--- src/rtl/time_set_loader.sv ---
// Byte-serial time-set frame loader: hunts for a 6-byte frame, validates the
// date/time fields and presents them with a one-cycle load or error strobe.
module time_set_loader #(
  parameter int unsigned TIMEOUT_CYC = 1000
) (
  input  logic        i_clk,
  input  logic        i_rst,
  input  logic [7:0]  i_data,
  input  logic        i_valid,
  output logic        o_ready,
  output logic [11:0] o_year,
  output logic [3:0]  o_month,
  output logic [7:0]  o_day,
  output logic [7:0]  o_hour,
  output logic [7:0]  o_min,
  output logic        o_load,
  output logic        o_err,
  output logic        o_busy
);

  typedef enum logic [1:0] {StIdle, StRecv, StCheck, StDone} state_e;

  localparam logic [15:0] TimeoutVal = 16'(TIMEOUT_CYC);

  state_e      r_state;
  logic        r_ready;
  logic        r_load;
  logic        r_err;
  logic [2:0]  r_idx;
  logic [15:0] r_gap;
  logic [3:0]  r_sh_yhi;
  logic [7:0]  r_sh_ylo;
  logic [7:0]  r_sh_mon;
  logic [7:0]  r_sh_day;
  logic [7:0]  r_sh_hour;
  logic [7:0]  r_sh_min;
  logic [11:0] r_year;
  logic [3:0]  r_month;
  logic [7:0]  r_day;
  logic [7:0]  r_hour;
  logic [7:0]  r_min;

  logic        w_accept;
  logic [15:0] w_gap_inc;
  logic        w_mon_ok;
  logic        w_day_ok;
  logic        w_hour_ok;
  logic        w_min_ok;
  logic        w_frame_ok;

  function automatic logic bcd_ok(input logic [7:0] v);
    return (v[7:4] <= 4'd9) && (v[3:0] <= 4'd9);
  endfunction

  assign w_accept  = i_valid && r_ready;
  assign w_gap_inc = r_gap + 16'd1;

  // With both nibbles proven BCD, plain hex compares give decimal ranges.
  assign w_mon_ok   = (r_sh_mon[7:4] == 4'h0) && (r_sh_mon[3:0] >= 4'd1) &&
                      (r_sh_mon[3:0] <= 4'd12);
  assign w_day_ok   = bcd_ok(r_sh_day) && (r_sh_day >= 8'h01) && (r_sh_day <= 8'h31);
  assign w_hour_ok  = bcd_ok(r_sh_hour) && (r_sh_hour <= 8'h23);
  assign w_min_ok   = bcd_ok(r_sh_min) && (r_sh_min <= 8'h59);
  assign w_frame_ok = w_mon_ok && w_day_ok && w_hour_ok && w_min_ok;

  always_ff @(posedge i_clk or posedge i_rst) begin
    if (i_rst) begin
      r_state   <= StIdle;
      r_ready   <= 1'b0;
      r_load    <= 1'b0;
      r_err     <= 1'b0;
      r_idx     <= 3'd0;
      r_gap     <= 16'd0;
      r_sh_yhi  <= 4'd0;
      r_sh_ylo  <= 8'd0;
      r_sh_mon  <= 8'd0;
      r_sh_day  <= 8'd0;
      r_sh_hour <= 8'd0;
      r_sh_min  <= 8'd0;
      r_year    <= 12'd0;
      r_month   <= 4'd1;
      r_day     <= 8'h01;
      r_hour    <= 8'h00;
      r_min     <= 8'h00;
    end else begin
      r_load <= 1'b0;
      r_err  <= 1'b0;
      unique case (r_state)
        StIdle: begin
          r_ready <= 1'b1;
          // Non-sync bytes are silently dropped while hunting.
          if (w_accept && (i_data[7:4] == 4'hA)) begin
            r_sh_yhi <= i_data[3:0];
            r_idx    <= 3'd1;
            r_gap    <= 16'd0;
            r_state  <= StRecv;
          end
        end
        StRecv: begin
          if (w_accept) begin
            r_gap <= 16'd0;
            case (r_idx)
              3'd1:    r_sh_ylo  <= i_data;
              3'd2:    r_sh_mon  <= i_data;
              3'd3:    r_sh_day  <= i_data;
              3'd4:    r_sh_hour <= i_data;
              default: r_sh_min  <= i_data;
            endcase
            if (r_idx == 3'd5) begin
              r_state <= StCheck;
              r_ready <= 1'b0;
            end else begin
              r_idx <= r_idx + 3'd1;
            end
          end else if (w_gap_inc == TimeoutVal) begin
            r_state <= StDone;
            r_ready <= 1'b0;
            r_err   <= 1'b1;
            r_idx   <= 3'd0;
            r_gap   <= 16'd0;
          end else begin
            r_gap <= w_gap_inc;
          end
        end
        StCheck: begin
          r_state <= StDone;
          r_idx   <= 3'd0;
          if (w_frame_ok) begin
            r_year  <= {r_sh_yhi, r_sh_ylo};
            r_month <= r_sh_mon[3:0];
            r_day   <= r_sh_day;
            r_hour  <= r_sh_hour;
            r_min   <= r_sh_min;
            r_load  <= 1'b1;
          end else begin
            r_err <= 1'b1;
          end
        end
        StDone: begin
          r_state <= StIdle;
          r_ready <= 1'b1;
        end
      endcase
    end
  end

  assign o_ready = r_ready;
  assign o_load  = r_load;
  assign o_err   = r_err;
  assign o_busy  = (r_state != StIdle);
  assign o_year  = r_year;
  assign o_month = r_month;
  assign o_day   = r_day;
  assign o_hour  = r_hour;
  assign o_min   = r_min;

endmodule
--- config.mk ---
export PLATFORM = sky130hd
export DESIGN_NAME = time_set_loader
export DESIGN_NICKNAME = d
export VERILOG_FILES = /design/src/rtl/time_set_loader.sv
export SDC_FILE = /design/constraint.sdc
export NUM_CORES = 1
export LEC_CHECK = 0
export ABC_AREA = 1
export CORE_UTILIZATION = 23
export CTS_BUF_LIST = sky130_fd_sc_hd__clkbuf_8
export DETAILED_ROUTE_END_ITERATION = 10
export GPL_TIMING_DRIVEN = 0
export RECOVER_POWER = 100
export SYNTH_ARGS = -nofsm -noshare
export SYNTH_HDL_FRONTEND = slang
export SYNTH_SLANG_ARGS = --single-unit
--- constraint.sdc ---
create_clock -name i_clk -period 4.11 [get_ports i_clk]
set_input_delay 0.411 -clock i_clk [delete_from_list [all_inputs] [get_ports i_clk]]
set_output_delay 0.411 -clock i_clk [all_outputs]
set_load 0.02 [all_outputs]
### Yosys cells after proc, flatten, opt, wreduce, memory -nomap -nowiden

Index checks and enable logic that the tools add are counted.

| word-level totals | value |
|---|---|
| output and inout bits | 44 |
| bits in registers | 108 |
| bits of input ports | 11 |
| word-level logic and storage cells | 103 |

| cells by class | value |
|---|---|
| bitwise logic cells | 1 |
| $lt $le $gt $ge | 12 |
| equality and inequality tests | 14 |
| multiplexer cells | 24 |
| add/subtract/negate cells | 2 |
| reductions and logical operators | 33 |

Operators by type and width:

| kind | number |
|---|---|
| $mux W16 | 3 |
| $pmux W16 S2 | 1 |
| $le A4 B4 Y1 const B | 7 |
| $reduce_and A3 Y1 | 7 |
| $add A16 B1 Y16 const B | 1 |
| $eq A16 B10 Y1 const B | 1 |
| $le A8 B6 Y1 const B | 2 |
| $logic_and A1 B1 Y1 | 14 |
| $mux W3 | 4 |
| $ne A3 B3 Y1 const B | 3 |
| $pmux W3 S3 | 1 |
| $ge A8 B1 Y1 const B | 1 |
| $le A8 B7 Y1 const B | 1 |
| $mux W1 | 8 |
| $mux W2 | 4 |
| $pmux W2 S4 | 1 |
| $eq A3 B2 Y1 const B | 2 |
| $eq A3 B3 Y1 const B | 2 |
| $reduce_and A2 Y1 | 3 |
| $reduce_bool A2 Y1 | 3 |
| $eq A2 B2 Y1 const B | 2 |
| $eq A4 B4 Y1 const B | 1 |
| $ge A4 B1 Y1 const B | 1 |
| $logic_not A4 Y1 | 1 |
| other kinds (11) | 12 |

### Longest topological paths before layout

| depth | value |
|---|---|
| depth after elaboration | 9 |
| mapped depth | 14 |
| gate-level depth less buffers | 14 |

### Worst setup path before layout

No wires, ideal clock.

| path | value |
|---|---|
| path kind | reg-to-reg |
| start point | register r_gap[0] |
| end point | register r_idx[0] |
| buffers on the path | 1 |
| arrival | 1733 ps |
| data required time | 4045 ps |
| clock period less this slack | 1798 ps |
| setup time | 65 ps |
| cell stages (with the launch flop) | 15 |
| slack | 2312 ps |
| cells stage by stage | dfrtp_1 -> ha_1 -> nand2_2 -> nor2_2 -> nand2_1 -> nand2_1 -> nand2_1 -> inv_2 -> nand2_1 -> nor2_2 -> nand2_2 -> o21bai_4 -> buf_6 -> nand3_1 -> nand2_1 |

| on the way | value |
|---|---|
| longest elaborated chain between the ends | 4 |

Ends and longest elaborated chain:

| item | line | RTL |
|---|---|---|
| start: declaration | 30 | `logic [15:0] r_gap;` |
| start signal: assignment | 122 | `r_gap <= w_gap_inc;` |
| $add A16 B1 Y16 | 56 | `assign w_gap_inc = r_gap + 16'd1;` |
| $eq A16 B10 Y1 | 115 | `end else if (w_gap_inc == TimeoutVal) begin` |
| $ne A3 B3 Y1 (no source line) | -- |  |
| $reduce_and A4 Y1 (no source line) | -- |  |
| end signal: assignment | 113 | `r_idx <= r_idx + 3'd1;` |
| end: declaration | 29 | `logic [2:0] r_idx;` |

No other way between the ends.
A chain may end at the register's enable or synchronous reset.

### Worst setup path in the final report

| path | value |
|---|---|
| start point | register r_gap[0] |
| end point | register r_idx[1] |

The elaborated chain is that of the path after synthesis.

==> reports/metrics.cfg <==
[run_status]
status=complete, but fails checks
violations=max-capacitance violations, max-slew violations

[grt]
track_usage_pct=11.60
grt_start_max_net_pins=70
grt_pass1_wl_um=19850
grt_overflow=0
grt_pass1_vias=3820
antenna_found_initial=0

[setup_path]
crit_top_cell=nand2_1
worstPathArrival_ns=3.15
reg2reg_depth=12
cp_max_fo=10
ff2ff_setup_slack_ns=1.28
path_buf_inv=1
worstPathRequired_ns=4.43
cp_slowest_stage_delay_ns=0.47
rr_endpoint=r_idx[1]
cp_top_family=simple AND/OR/NAND/NOR gates
end_kind=register
slowest_stage=dfrtp_1
crit_chain=ha_1 > nand2_1 > nor2_1 > nand2_1 > nand2_1 > nand3_1 > nor2_1 > nand2_2 > o21bai_1 > clkbuf_1 > nand3_1 > nand2_1
cp-start-kind=register
r2r-start=r_gap[0]
crit_type=reg -> reg

[clocking]
clk_pin_slew_worst_paths_ns=0.11
post_cts_buffers=0
root_buffer=clkbuf_8
cts_tree=done
cts.sinks=108
postCtsHoldBufs=0
clock_path_buffers=2
insertion_delay_ns=0.38
cts-resized-gates=0
cts_inserted_buffers=9
h-tree-depth=3

[power]
power_leakage_nw=2.975
irDropWorstVdd_v=0.0001449
cellPowerDensity_nw_per_um2=311.1

[logic_synthesis]
synth_nets=609
synthArstFlopShare_pct=100.0
synth_edf_count=0
synth-seq-cells=108
syn_inst=589
yosysWarnings=0
netlist_area_um2=4905
avgSynthCellArea_um2=8.327
synth_ff_type=dfrtp_1
synth-seq-area-share_pct=55.15
yosysUniqueCellTypes=29

[timing]
max-slew-margin-rel_pct=-30.05
skew_ns=0.01096
hold_viol=0
period_share_pct=68.76
fmax_mhz=353.8
rsz0062_at_grt=no
slew_viol_final=40
layout_min_cycle_time_ns=2.826
worst_pin_slew_ns=1.940
setup_violations=0
whs_ns=0.4696

[cells_and_area]
drive_gt1_share_pct=5.455
multi_input_area_um2=1893
layout.nets=675
final_cell_area_um2=6026
diodes=0
fillCellCount=2296
area_growth_pct=22.86
finalNonFillerCells=935
seq_area_um2=2705

[min_path]
hp-class=reg -> reg
hold_end=o_min[7]
whs_path_depth=2
min-delay-start=o_min[7]

[floorplan]
die_w_um=148.0
io_pins=55
initial_core_util_pct=23.41
fp.coreArea_um2=20960
die-area_um2=21910
die_y_um=148.0
rows=53

[route]
wire_per_inst_um=12.79
via_count=3978
initialDrtViolationCount=230
route.detailed.drc=0
drt_wl_total_um=11960
viasPerCell=4.255
drtAntennaViolNets=0
dr.pass1.iters=4

[placed_design]
placed_area_um2=5819
hpwl_um=8641
routabilityCongestion=0.8312
port_buffers=54
placedCellCount=919

[run]
cap_violations=1

==> synthesized netlist by cell type (3+ instances only) <==
cell type / n / area share (%)
clkbuf_1: 8 / 0.61
buf_2: 5 / 0.51
xor2_1: 3 / 0.54
nor2_1: 24 / 1.8
nand4_1: 11 / 1.4
nor2_4: 3 / 0.69
nor2_2: 7 / 0.89
o22ai_1: 7 / 0.89
nand2_1: 226 / 17
nor3_1: 5 / 0.51
inv_1: 55 / 4.2
o21ai_0: 62 / 6.3
ha_1: 9 / 2.3
nand3_1: 29 / 3.0
a21oi_1: 6 / 0.61
nand2_2: 4 / 0.51
dfrtp_1: 106 / 54
==> state kept, by name, indices dropped and copies added (netlist names) <==
name / count
o_month: 4
r_sh_ylo: 8
r_gap: 16
o_load: 1
o_ready: 1
r_sh_hour: 8
r_idx: 3
o_min: 8
r_sh_mon: 8
r_sh_min: 8
o_hour: 8
r_state: 2
r_sh_yhi: 4
r_sh_day: 8
o_year: 12
o_day: 8
o_err: 1
==> cells in the final DEF (no fill, tap or decap), types with 7 or more instances in the layout <==
cell,netlist,layout
inv_1,55,54
clkbuf_1,8,16
ha_1,9,9
nand4_1,11,11
dlygate4sd3_1,0,45
nand2_1,226,227
o21ai_0,62,62
dfrtp_1,106,106
o22ai_1,7,7
clkbuf_8,0,10
nor2_1,24,26
clkdlybuf4s50_1,0,9
nand3_1,29,29
==> worst register-to-register path: stages (launching register included) <==
cell      delay [ns]
dfrtp_1         0.47
ha_1            0.26
nand2_1         0.14
nor2_1          0.32
nand2_1         0.09
nand2_1         0.12
nand3_1         0.08
nor2_1          0.14
nand2_2         0.08
o21bai_1        0.36
clkbuf_1        0.47
nand3_1         0.14
nand2_1         0.10
==> report_power, final <==
| part | switching [mW] | internal (mW) |
|---|---|---|
| logic | 0.0326 | 0.0116 |
| clock network | 0.394 | 0.374 |
| registers | 0 | 1.06 |
==> routing by layer <==
metal	wire (um)	up-vias	global-route usage [%]
li1	-	2012	-
met1	5795	1894	15.55
met2	5677	66	18.85
met3	400	6	2.562
met4	88	0	2.938
met5	0	-	0
==> layout make-up <==
| cell class | count | area share [%] |
|---|---|---|
| inverters | 57 | 3.571 |
| clock buffers | 10 | 2.284 |
| clock inverters | 6 | 1.703 |
| multi-input cells | 408 | 31.42 |
| flip-flops and latches | 108 | 44.89 |
| repair buffers | 55 | 9.427 |
| well taps | 275 | 5.710 |
| plain buffers | 16 | 0.9967 |
==> worst max-delay path by stage <==
stage,depth (start not counted),to,from
after CTS,4,o_busy,r_state[1]
after global routing,12,r_idx[1],r_gap[0]
after global placement,2,r_gap[6],i_rst
final,12,r_idx[1],r_gap[0]
after floorplan,1,o_day[1],i_rst
after detailed placement,10,r_gap[14],i_data[7]
==> metrics by stage <==
step                utilization, %  power (mW)  TNS [ns]  worst slack (ns)
floorplan                        -       1.103         0            0.8567
global placement             27.63       1.126    -93.70           -0.8902
detailed placement           27.77       1.130         0             1.494
CTS                          28.92       1.905         0             1.791
global route                 28.76       1.951         0            0.9789
finish                       28.76       1.875         0             1.284
==> logic make-up after synthesis <==
group | count (synthesis) | synth area share, %
simple gates | 316 | 27.30
flops | 108 | 55.15
compound gates | 80 | 8.852
buf+inv | 73 | 5.867
fa+ha+maj | 9 | 2.296
xor+xnor | 3 | 0.5358
Note: power is estimated with default switching activity, not from simulation.
